--- src/rtl/ps2_pkg.sv ---
// Shared PS/2 keyboard constants, decoder state type and frame-check helper.
// Imported by the tracker and any future keyboard consumer.
package ps2_pkg;

    localparam logic [7:0] PS2_BREAK  = 8'hF0;
    localparam logic [7:0] PS2_EXT    = 8'hE0;
    localparam int         FRAME_BITS = 11;

    typedef enum logic {
        DEC_MAKE  = 1'b0,
        DEC_BREAK = 1'b1
    } dec_state_e;

    // Odd parity: the data bits plus the parity bit hold an odd number of ones.
    function automatic logic odd_parity_ok(input logic [7:0] data, input logic par);
        return (^data) ^ par;
    endfunction

endpackage

--- src/rtl/ps2_key_tracker_if.sv ---
// PS/2 pin inputs and display-driver outputs of the key tracker.
// The master modport is the tracker; the slave modport is the pin/display side.
interface ps2_key_tracker_if;
    logic       ps2_clk;
    logic       ps2_data;
    logic [7:0] key_count;
    logic [7:0] ascii_code;
    logic [7:0] scan_code;
    logic       key_pressed;
    logic       rx_err;

    modport master (
        input  ps2_clk, ps2_data,
        output key_count, ascii_code, scan_code, key_pressed, rx_err
    );

    modport slave (
        output ps2_clk, ps2_data,
        input  key_count, ascii_code, scan_code, key_pressed, rx_err
    );
endinterface

--- src/rtl/scancode_to_ascii.sv ---
// Combinational ROM from PS/2 set-2 make codes to ASCII.
// Letters map to lowercase; unmapped codes give 8'h00.
module scancode_to_ascii (
    input  logic [7:0] scan_i,
    output logic [7:0] ascii_o
);

    // Case ROM covering letters, digits, space and enter.
    always_comb begin
        ascii_o = 8'h00;
        case (scan_i)
            8'h1C: ascii_o = 8'h61;  8'h32: ascii_o = 8'h62;  8'h21: ascii_o = 8'h63;
            8'h23: ascii_o = 8'h64;  8'h24: ascii_o = 8'h65;  8'h2B: ascii_o = 8'h66;
            8'h34: ascii_o = 8'h67;  8'h33: ascii_o = 8'h68;  8'h43: ascii_o = 8'h69;
            8'h3B: ascii_o = 8'h6A;  8'h42: ascii_o = 8'h6B;  8'h4B: ascii_o = 8'h6C;
            8'h3A: ascii_o = 8'h6D;  8'h31: ascii_o = 8'h6E;  8'h44: ascii_o = 8'h6F;
            8'h4D: ascii_o = 8'h70;  8'h15: ascii_o = 8'h71;  8'h2D: ascii_o = 8'h72;
            8'h1B: ascii_o = 8'h73;  8'h2C: ascii_o = 8'h74;  8'h3C: ascii_o = 8'h75;
            8'h2A: ascii_o = 8'h76;  8'h1D: ascii_o = 8'h77;  8'h22: ascii_o = 8'h78;
            8'h35: ascii_o = 8'h79;  8'h1A: ascii_o = 8'h7A;
            8'h45: ascii_o = 8'h30;  8'h16: ascii_o = 8'h31;  8'h1E: ascii_o = 8'h32;
            8'h26: ascii_o = 8'h33;  8'h25: ascii_o = 8'h34;  8'h2E: ascii_o = 8'h35;
            8'h36: ascii_o = 8'h36;  8'h3D: ascii_o = 8'h37;  8'h3E: ascii_o = 8'h38;
            8'h46: ascii_o = 8'h39;
            8'h29: ascii_o = 8'h20;  8'h5A: ascii_o = 8'h0D;
            default: ascii_o = 8'h00;
        endcase
    end

endmodule

--- src/rtl/ps2_key_tracker.sv ---
// PS/2 device-to-host receiver with make/break/typematic decoding that feeds
// the seven-segment display driver (key count, ASCII, scan code, held flag).
module ps2_key_tracker
    import ps2_pkg::*;
#(
    parameter int SYNC_STAGES    = 2,
    parameter int TIMEOUT_CYCLES = 100000
) (
    input  logic                  clk,
    input  logic                  rst,
    ps2_key_tracker_if.master     bus
);

    localparam int          TW       = $clog2(TIMEOUT_CYCLES + 1);
    localparam logic [TW-1:0] TO_LAST = TW'(TIMEOUT_CYCLES - 1);
    localparam logic [3:0]  LAST_BIT = 4'(FRAME_BITS - 1);

    logic [SYNC_STAGES-1:0]  clk_sync_q, clk_sync_d;
    logic [SYNC_STAGES-1:0]  dat_sync_q, dat_sync_d;
    logic                    clk_prev_q, clk_prev_d;
    logic [3:0]              bit_cnt_q, bit_cnt_d;
    logic [FRAME_BITS-2:0]   shift_q, shift_d;
    logic [TW-1:0]           to_cnt_q, to_cnt_d;
    logic [7:0]              rx_byte_q, rx_byte_d;
    logic                    byte_stb_q, byte_stb_d;
    logic                    rx_err_q, rx_err_d;
    logic                    fall_s, dat_s, frame_ok_s;
    logic [7:0]              map_ascii_s;

    dec_state_e              dec_state_q;
    logic [7:0]              key_count_q, ascii_code_q, scan_code_q;
    logic                    key_pressed_q;

    scancode_to_ascii u_map (
        .scan_i  (rx_byte_q),
        .ascii_o (map_ascii_s)
    );

    // Synchroniser, edge detect, bit framing and mid-frame timeout.
    always_comb begin
        clk_sync_d = {clk_sync_q[SYNC_STAGES-2:0], bus.ps2_clk};
        dat_sync_d = {dat_sync_q[SYNC_STAGES-2:0], bus.ps2_data};
        clk_prev_d = clk_sync_q[SYNC_STAGES-1];
        dat_s      = dat_sync_q[SYNC_STAGES-1];
        fall_s     = clk_prev_q & ~clk_sync_q[SYNC_STAGES-1];
        // shift_q[0] holds start, [8:1] data LSB first, [9] parity; dat_s is stop.
        frame_ok_s = ~shift_q[0] & dat_s & odd_parity_ok(shift_q[8:1], shift_q[9]);
        bit_cnt_d  = bit_cnt_q;
        shift_d    = shift_q;
        to_cnt_d   = to_cnt_q;
        rx_byte_d  = rx_byte_q;
        byte_stb_d = 1'b0;
        rx_err_d   = 1'b0;
        if (fall_s) begin
            to_cnt_d = '0;
            if (bit_cnt_q == LAST_BIT) begin
                bit_cnt_d  = 4'd0;
                byte_stb_d = frame_ok_s;
                rx_err_d   = ~frame_ok_s;
                rx_byte_d  = shift_q[8:1];
            end else begin
                bit_cnt_d = bit_cnt_q + 4'd1;
                shift_d   = {dat_s, shift_q[FRAME_BITS-2:1]};
            end
        end else if (bit_cnt_q != 4'd0) begin
            if (to_cnt_q == TO_LAST) begin
                bit_cnt_d = 4'd0;
                to_cnt_d  = '0;
            end else begin
                to_cnt_d = to_cnt_q + TW'(1);
            end
        end else begin
            to_cnt_d = '0;
        end
    end

    // Receiver state; synchronisers reset to the idle-high line level.
    always_ff @(posedge clk or posedge rst) begin
        if (rst) begin
            clk_sync_q <= {SYNC_STAGES{1'b1}};
            dat_sync_q <= {SYNC_STAGES{1'b1}};
            clk_prev_q <= 1'b1;
            bit_cnt_q  <= 4'd0;
            shift_q    <= '0;
            to_cnt_q   <= '0;
            rx_byte_q  <= 8'h00;
            byte_stb_q <= 1'b0;
            rx_err_q   <= 1'b0;
        end else begin
            clk_sync_q <= clk_sync_d;
            dat_sync_q <= dat_sync_d;
            clk_prev_q <= clk_prev_d;
            bit_cnt_q  <= bit_cnt_d;
            shift_q    <= shift_d;
            to_cnt_q   <= to_cnt_d;
            rx_byte_q  <= rx_byte_d;
            byte_stb_q <= byte_stb_d;
            rx_err_q   <= rx_err_d;
        end
    end

    // Make/break/typematic decoder with registered display outputs.
    always_ff @(posedge clk or posedge rst) begin
        if (rst) begin
            dec_state_q   <= DEC_MAKE;
            key_count_q   <= 8'h00;
            ascii_code_q  <= 8'h00;
            scan_code_q   <= 8'h00;
            key_pressed_q <= 1'b0;
        end else if (byte_stb_q) begin
            case (dec_state_q)
                DEC_MAKE: begin
                    if (rx_byte_q == PS2_EXT) begin
                        dec_state_q <= DEC_MAKE;
                    end else if (rx_byte_q == PS2_BREAK) begin
                        dec_state_q <= DEC_BREAK;
                    end else if (!(key_pressed_q && rx_byte_q == scan_code_q)) begin
                        scan_code_q   <= rx_byte_q;
                        ascii_code_q  <= map_ascii_s;
                        key_pressed_q <= 1'b1;
                        key_count_q   <= key_count_q + 8'd1;
                    end
                end
                DEC_BREAK: begin
                    if (rx_byte_q != PS2_EXT) begin
                        dec_state_q <= DEC_MAKE;
                        if (rx_byte_q == scan_code_q) begin
                            key_pressed_q <= 1'b0;
                        end
                    end
                end
                default: dec_state_q <= DEC_MAKE;
            endcase
        end
    end

    assign bus.key_count   = key_count_q;
    assign bus.ascii_code  = ascii_code_q;
    assign bus.scan_code   = scan_code_q;
    assign bus.key_pressed = key_pressed_q;
    assign bus.rx_err      = rx_err_q;

endmodule

--- src/flat_wrapper.sv ---
// flat-port wrapper written by rule: the top's interface ports become plain ports
module ps2_key_tracker_flat import ps2_pkg::*;
#(
    parameter int SYNC_STAGES    = 2,
    parameter int TIMEOUT_CYCLES = 100000
)
  (clk, rst, bus_ps2_clk, bus_ps2_data, bus_key_count, bus_ascii_code, bus_scan_code, bus_key_pressed, bus_rx_err);
  ps2_key_tracker_if bus_i ();
  input  logic clk;
  input  logic rst;
  input wire logic [$bits(bus_i.ps2_clk)-1:0] bus_ps2_clk;
  input wire logic [$bits(bus_i.ps2_data)-1:0] bus_ps2_data;
  output wire logic [$bits(bus_i.key_count)-1:0] bus_key_count;
  output wire logic [$bits(bus_i.ascii_code)-1:0] bus_ascii_code;
  output wire logic [$bits(bus_i.scan_code)-1:0] bus_scan_code;
  output wire logic [$bits(bus_i.key_pressed)-1:0] bus_key_pressed;
  output wire logic [$bits(bus_i.rx_err)-1:0] bus_rx_err;
  assign bus_i.ps2_clk = bus_ps2_clk;
  assign bus_i.ps2_data = bus_ps2_data;
  assign bus_key_count = bus_i.key_count;
  assign bus_ascii_code = bus_i.ascii_code;
  assign bus_scan_code = bus_i.scan_code;
  assign bus_key_pressed = bus_i.key_pressed;
  assign bus_rx_err = bus_i.rx_err;
  ps2_key_tracker #(.SYNC_STAGES(SYNC_STAGES), .TIMEOUT_CYCLES(TIMEOUT_CYCLES)) u_core (.clk(clk), .rst(rst), .bus(bus_i));
endmodule
--- config.mk ---
export PLATFORM = sky130hd
export DESIGN_NAME = ps2_key_tracker_flat
export DESIGN_NICKNAME = d
export VERILOG_FILES = /design/src/rtl/ps2_pkg.sv /design/src/rtl/ps2_key_tracker_if.sv /design/src/rtl/scancode_to_ascii.sv /design/src/rtl/ps2_key_tracker.sv /design/src/flat_wrapper.sv
export SDC_FILE = /design/constraint.sdc
export NUM_CORES = 1
export LEC_CHECK = 0
export CAP_MARGIN = 20
export CORE_UTILIZATION = 53
export DETAILED_ROUTE_END_ITERATION = 6
export GPL_TIMING_DRIVEN = 0
export PLACE_DENSITY = 0.76
export SKIP_LAST_GASP = 1
export SYNTH_ARGS = -nofsm -noshare
export SYNTH_HDL_FRONTEND = slang
export SYNTH_SLANG_ARGS = --single-unit
--- constraint.sdc ---
create_clock -name clk -period 2.4 [get_ports clk]
set_input_delay 0.48 -clock clk [delete_from_list [all_inputs] [get_ports clk]]
set_output_delay 0.48 -clock clk [all_outputs]
set_load 0.02 [all_outputs]
==> flow_summary.toml <==
[final_layout]
layout_commonest_cell = "sky130_fd_sc_hd__dfrtp_1"
num-fill-cells = 585
diodes = 0
area.growth.synth_to_final_pct = 16.34
final_cell_mix = "sky130_fd_sc_hd__dfrtp_1 (64), sky130_fd_sc_hd__nand2_1 (61), sky130_fd_sc_hd__o21ai_0 (33)"
sequential_cell_area_um2 = 1785
final_layout_size_suffix_gt1_share_pct = 15.64
num-nets-final = 484
combined_area_of_the_multi_input_logic_cells_um2 = 2087

[yosys]
post_synth.cell_area_avg_um2 = 9.506
synth_cells = 427
postSynth.topFlopCell = "sky130_fd_sc_hd__dfrtp_1"
synth.top_cells.by_area = "sky130_fd_sc_hd__dfrtp_1 (41%), sky130_fd_sc_hd__nand2_1 (5.6%), sky130_fd_sc_hd__xnor2_1 (4.5%), sky130_fd_sc_hd__o21ai_0 (4.1%), sky130_fd_sc_hd__ha_1 (3.7%)"
synth.distinct_cells = 68
synthDominantCellAreaShare_pct = 40.69
synth_edf_count = 0
syn-cell-area_um2 = 4059
synth_sequential_area_ratio_pct = 43.93
synth_largest_area_cell = "sky130_fd_sc_hd__dfrtp_1"
ys.warnings.count = 0
syn-num-nets = 443
synth.ff_latch_count = 71
postSynth.asyncResetShare_pct = 100.0

[sta]
layout_worst_path_cycle_share_pct = 96.38
worst-slew-pin-transition_ps = 836.9
finalHoldViolations = 0
clock-skew-final_ps = 11.75
report.final.setup_viol = 0
finalSetupTns_ps = 0
worst_slew_margin_rel_pct = 44.21
period_needed_ps = 2313
slew_viol_final = 0
whs_ps = 357.4
clock.fmax_mhz = 432.3
grt_setup_unrepaired = "yes"

[critical_path]
worst_setup_path_start_kind = "register"
worst_setup_path_end_kind = "register"
setup.worst_path.class = "reg -> reg"
worstPathArrival_ps = 2540
timing.critical_path.slowest_stage_cell = "sky130_fd_sc_hd__dfrtp_2"
critical_path.max_fanout = 10
path_cells = "inv_1 -> ha_1 -> and2_1 -> nand4_2 -> nand2_4 -> or2_4 -> buf_6 -> mux2_1"
critical-path-max-stage-delay_ps = 490
worst-endpoint-required_ps = 2620

[clocking]
htree_levels = 3
cts_root_buffer = "sky130_fd_sc_hd__clkbuf_8"
clock_latency_ps = 340
cts.sink_count = 71
cts-buffers-inserted = 9
worst_setup_hold_path_clk_slew_ps = 80
clockBufferDepth = 2
holdBufCountCts = 0
cts_tree = "built"

[global_route]
grt_start_max_net_pins = 72
grt.total_usage_pct = 25.19
grt_overflow = 0
grt_pass1_vias = 3121
antenna_found_initial = 0
global_route_wire_length_before_repair_um = 15370

[die]
floorplan_die_area_um2 = 8012
std_cell_rows = 31
die_span_in_y_um = 89.51
floorplan.initialDensity_pct = 55.37
fp.coreArea_um2 = 7331
boundaryPins = 30
floorplan.die.width_um = 89.51

[route]
total_number_of_vias = 3314
totalWireLength_um = 9127
final_antenna_net_count = 0
dr.pass1.iters = 5
avgViaCountPerCell = 5.794
drt_first_iter_violations = 237
drc_markers = 0
detail_route.wl_per_cell_um = 15.96

[power_and_ir_drop]
leakage_nw = 2.117
vdd.ir_drop.worst_mv = 0.5231
power.density_cell_area_nw_per_um2 = 732.1

[place]
place_congestion = 0.9269
placement.io_buffers = 28
post-dp-hpwl_um = 6505

[flow_run]
timing.max_cap.violations = 0

[worst_hold_path]
timing.hold.worst.class = "reg -> reg"

[status]
outcome = "finished clean"
flip-flops by register name, indices dropped and copies added, names as in the netlist:
signal                  flops
u_core.bit_cnt_q            4
u_core.bus.ascii_code       7
u_core.bus.key_count        8
u_core.bus.key_pressed      1
u_core.bus.rx_err           1
u_core.bus.scan_code        8
u_core.byte_stb_q           1
u_core.clk_prev_q           1
u_core.clk_sync_q           2
u_core.dat_sync_q           2
u_core.dec_state_q          1
u_core.rx_byte_q            8
u_core.shift_q             10
u_core.to_cnt_q            17
what timing repair did:
item / CTS / global route
setup buffers: 0 / 3
resized for setup: 6 / 5
setup endpoints to repair: 13 / 12
pin swaps: 0 / 0
per-stage QoR:
| stage | area [um2] | std cells | worst slack (ps) | util, % | power [W] |
|---|---|---|---|---|---|
| after floorplan | 4059 | 427 | 131.7 | - | 0.002204 |
| after global placement | 4463 | 554 | -961.7 | 60.88 | 0.002426 |
| after detailed placement | 4466 | 554 | -165.9 | 60.91 | 0.002440 |
| after CTS | 4688 | 569 | 31.42 | 63.95 | 0.003454 |
| after global routing | 4722 | 572 | -32.00 | 64.41 | 0.003656 |
| final | 4722 | 572 | 86.91 | 64.41 | 0.003457 |
kinds of logic after synthesis:
| family | share of synthesized area, % |
|---|---|
| simple gates | 21.39 |
| compound gates | 12.95 |
| buf+inv | 5.056 |
| mux | 4.686 |
| flops | 43.93 |
| other cells | 0.09239 |
| fa+ha+maj | 3.699 |
| xor+xnor | 8.200 |
final cells by class:
class	count	share of cell area, %
Timing Repair Buffer	31	6.412
Tap cell	99	2.623
Clock buffer	11	3.206
Multi-Input combinational cell	320	44.20
Sequential cell	71	37.81
Buffer	23	3.392
Inverter	12	1.007
Clock inverter	5	1.351
cell usage after synthesis, types with 4 or more instances:
cell	instances
sky130_fd_sc_hd__buf_2	8
sky130_fd_sc_hd__mux2_2	8
sky130_fd_sc_hd__and2_1	5
sky130_fd_sc_hd__clkbuf_1	6
sky130_fd_sc_hd__a21oi_1	12
sky130_fd_sc_hd__nor3_1	9
sky130_fd_sc_hd__inv_1	10
sky130_fd_sc_hd__buf_6	6
sky130_fd_sc_hd__buf_4	4
sky130_fd_sc_hd__mux2i_1	4
sky130_fd_sc_hd__xor2_1	17
sky130_fd_sc_hd__xnor2_1	21
sky130_fd_sc_hd__and3_1	8
sky130_fd_sc_hd__ha_1	12
sky130_fd_sc_hd__nand2b_1	7
sky130_fd_sc_hd__dfrtp_1	66
sky130_fd_sc_hd__o21ai_0	33
sky130_fd_sc_hd__nor2_1	33
sky130_fd_sc_hd__dfstp_2	5
sky130_fd_sc_hd__nand4_1	4
sky130_fd_sc_hd__nand3_1	12
sky130_fd_sc_hd__nor2b_1	7
sky130_fd_sc_hd__nand2_1	61
worst paths after layout:
check / startpoint / end / slack [ps] / depth (start not counted)
min: u_core.clk_sync_q[0]$_DFF_PP1_ / u_core.clk_sync_q[1]$_DFF_PP1_ / 360 / 0
max in group asynchronous: rst / u_core.rx_byte_q[0]$_DFFE_PP0P_ / 1140 / 2
max: u_core.rx_byte_q[0]$_DFFE_PP0P_ / u_core.bus.scan_code[4]$_DFFE_PP0P_ / 90 / 8
min in group asynchronous: rst / u_core.to_cnt_q[5]$_DFF_PP0_ / 650 / 2
min reg2reg: u_core.clk_sync_q[0]$_DFF_PP1_ / u_core.clk_sync_q[1]$_DFF_PP1_ / 360 / 0
max reg2reg: u_core.rx_byte_q[0]$_DFFE_PP0P_ / u_core.bus.scan_code[4]$_DFFE_PP0P_ / 90 / 8
critical path, delay by kind of cell, from the launching register on:
kind	cells	cell delay, ps
fa+ha+maj	1	300
buf+inv	2	400
flops	1	490
mux	1	320
simple gates	4	680
power breakdown:
| part | total (W) | switching (W) | internal, W | leakage, nW |
|---|---|---|---|---|
| Clock | 0.00100 | 0.000456 | 0.000544 | 0.106 |
| Combinational | 0.00101 | 0.000620 | 0.000394 | 1.06 |
| Sequential | 0.00144 | 0.000120 | 0.00132 | 0.947 |
| Total | 0.00346 | 0.00120 | 0.00226 | 2.12 |
per-layer routing:
layer,global-route usage (%),up-vias,wire length (um)
met5,0,-,0
met4,8.225,0,140
met3,4.340,15,540
met2,38.38,122,4116
met1,36.51,1607,4329
li1,-,1570,-
No activity file was read; power rests on OpenSTA's default activity.
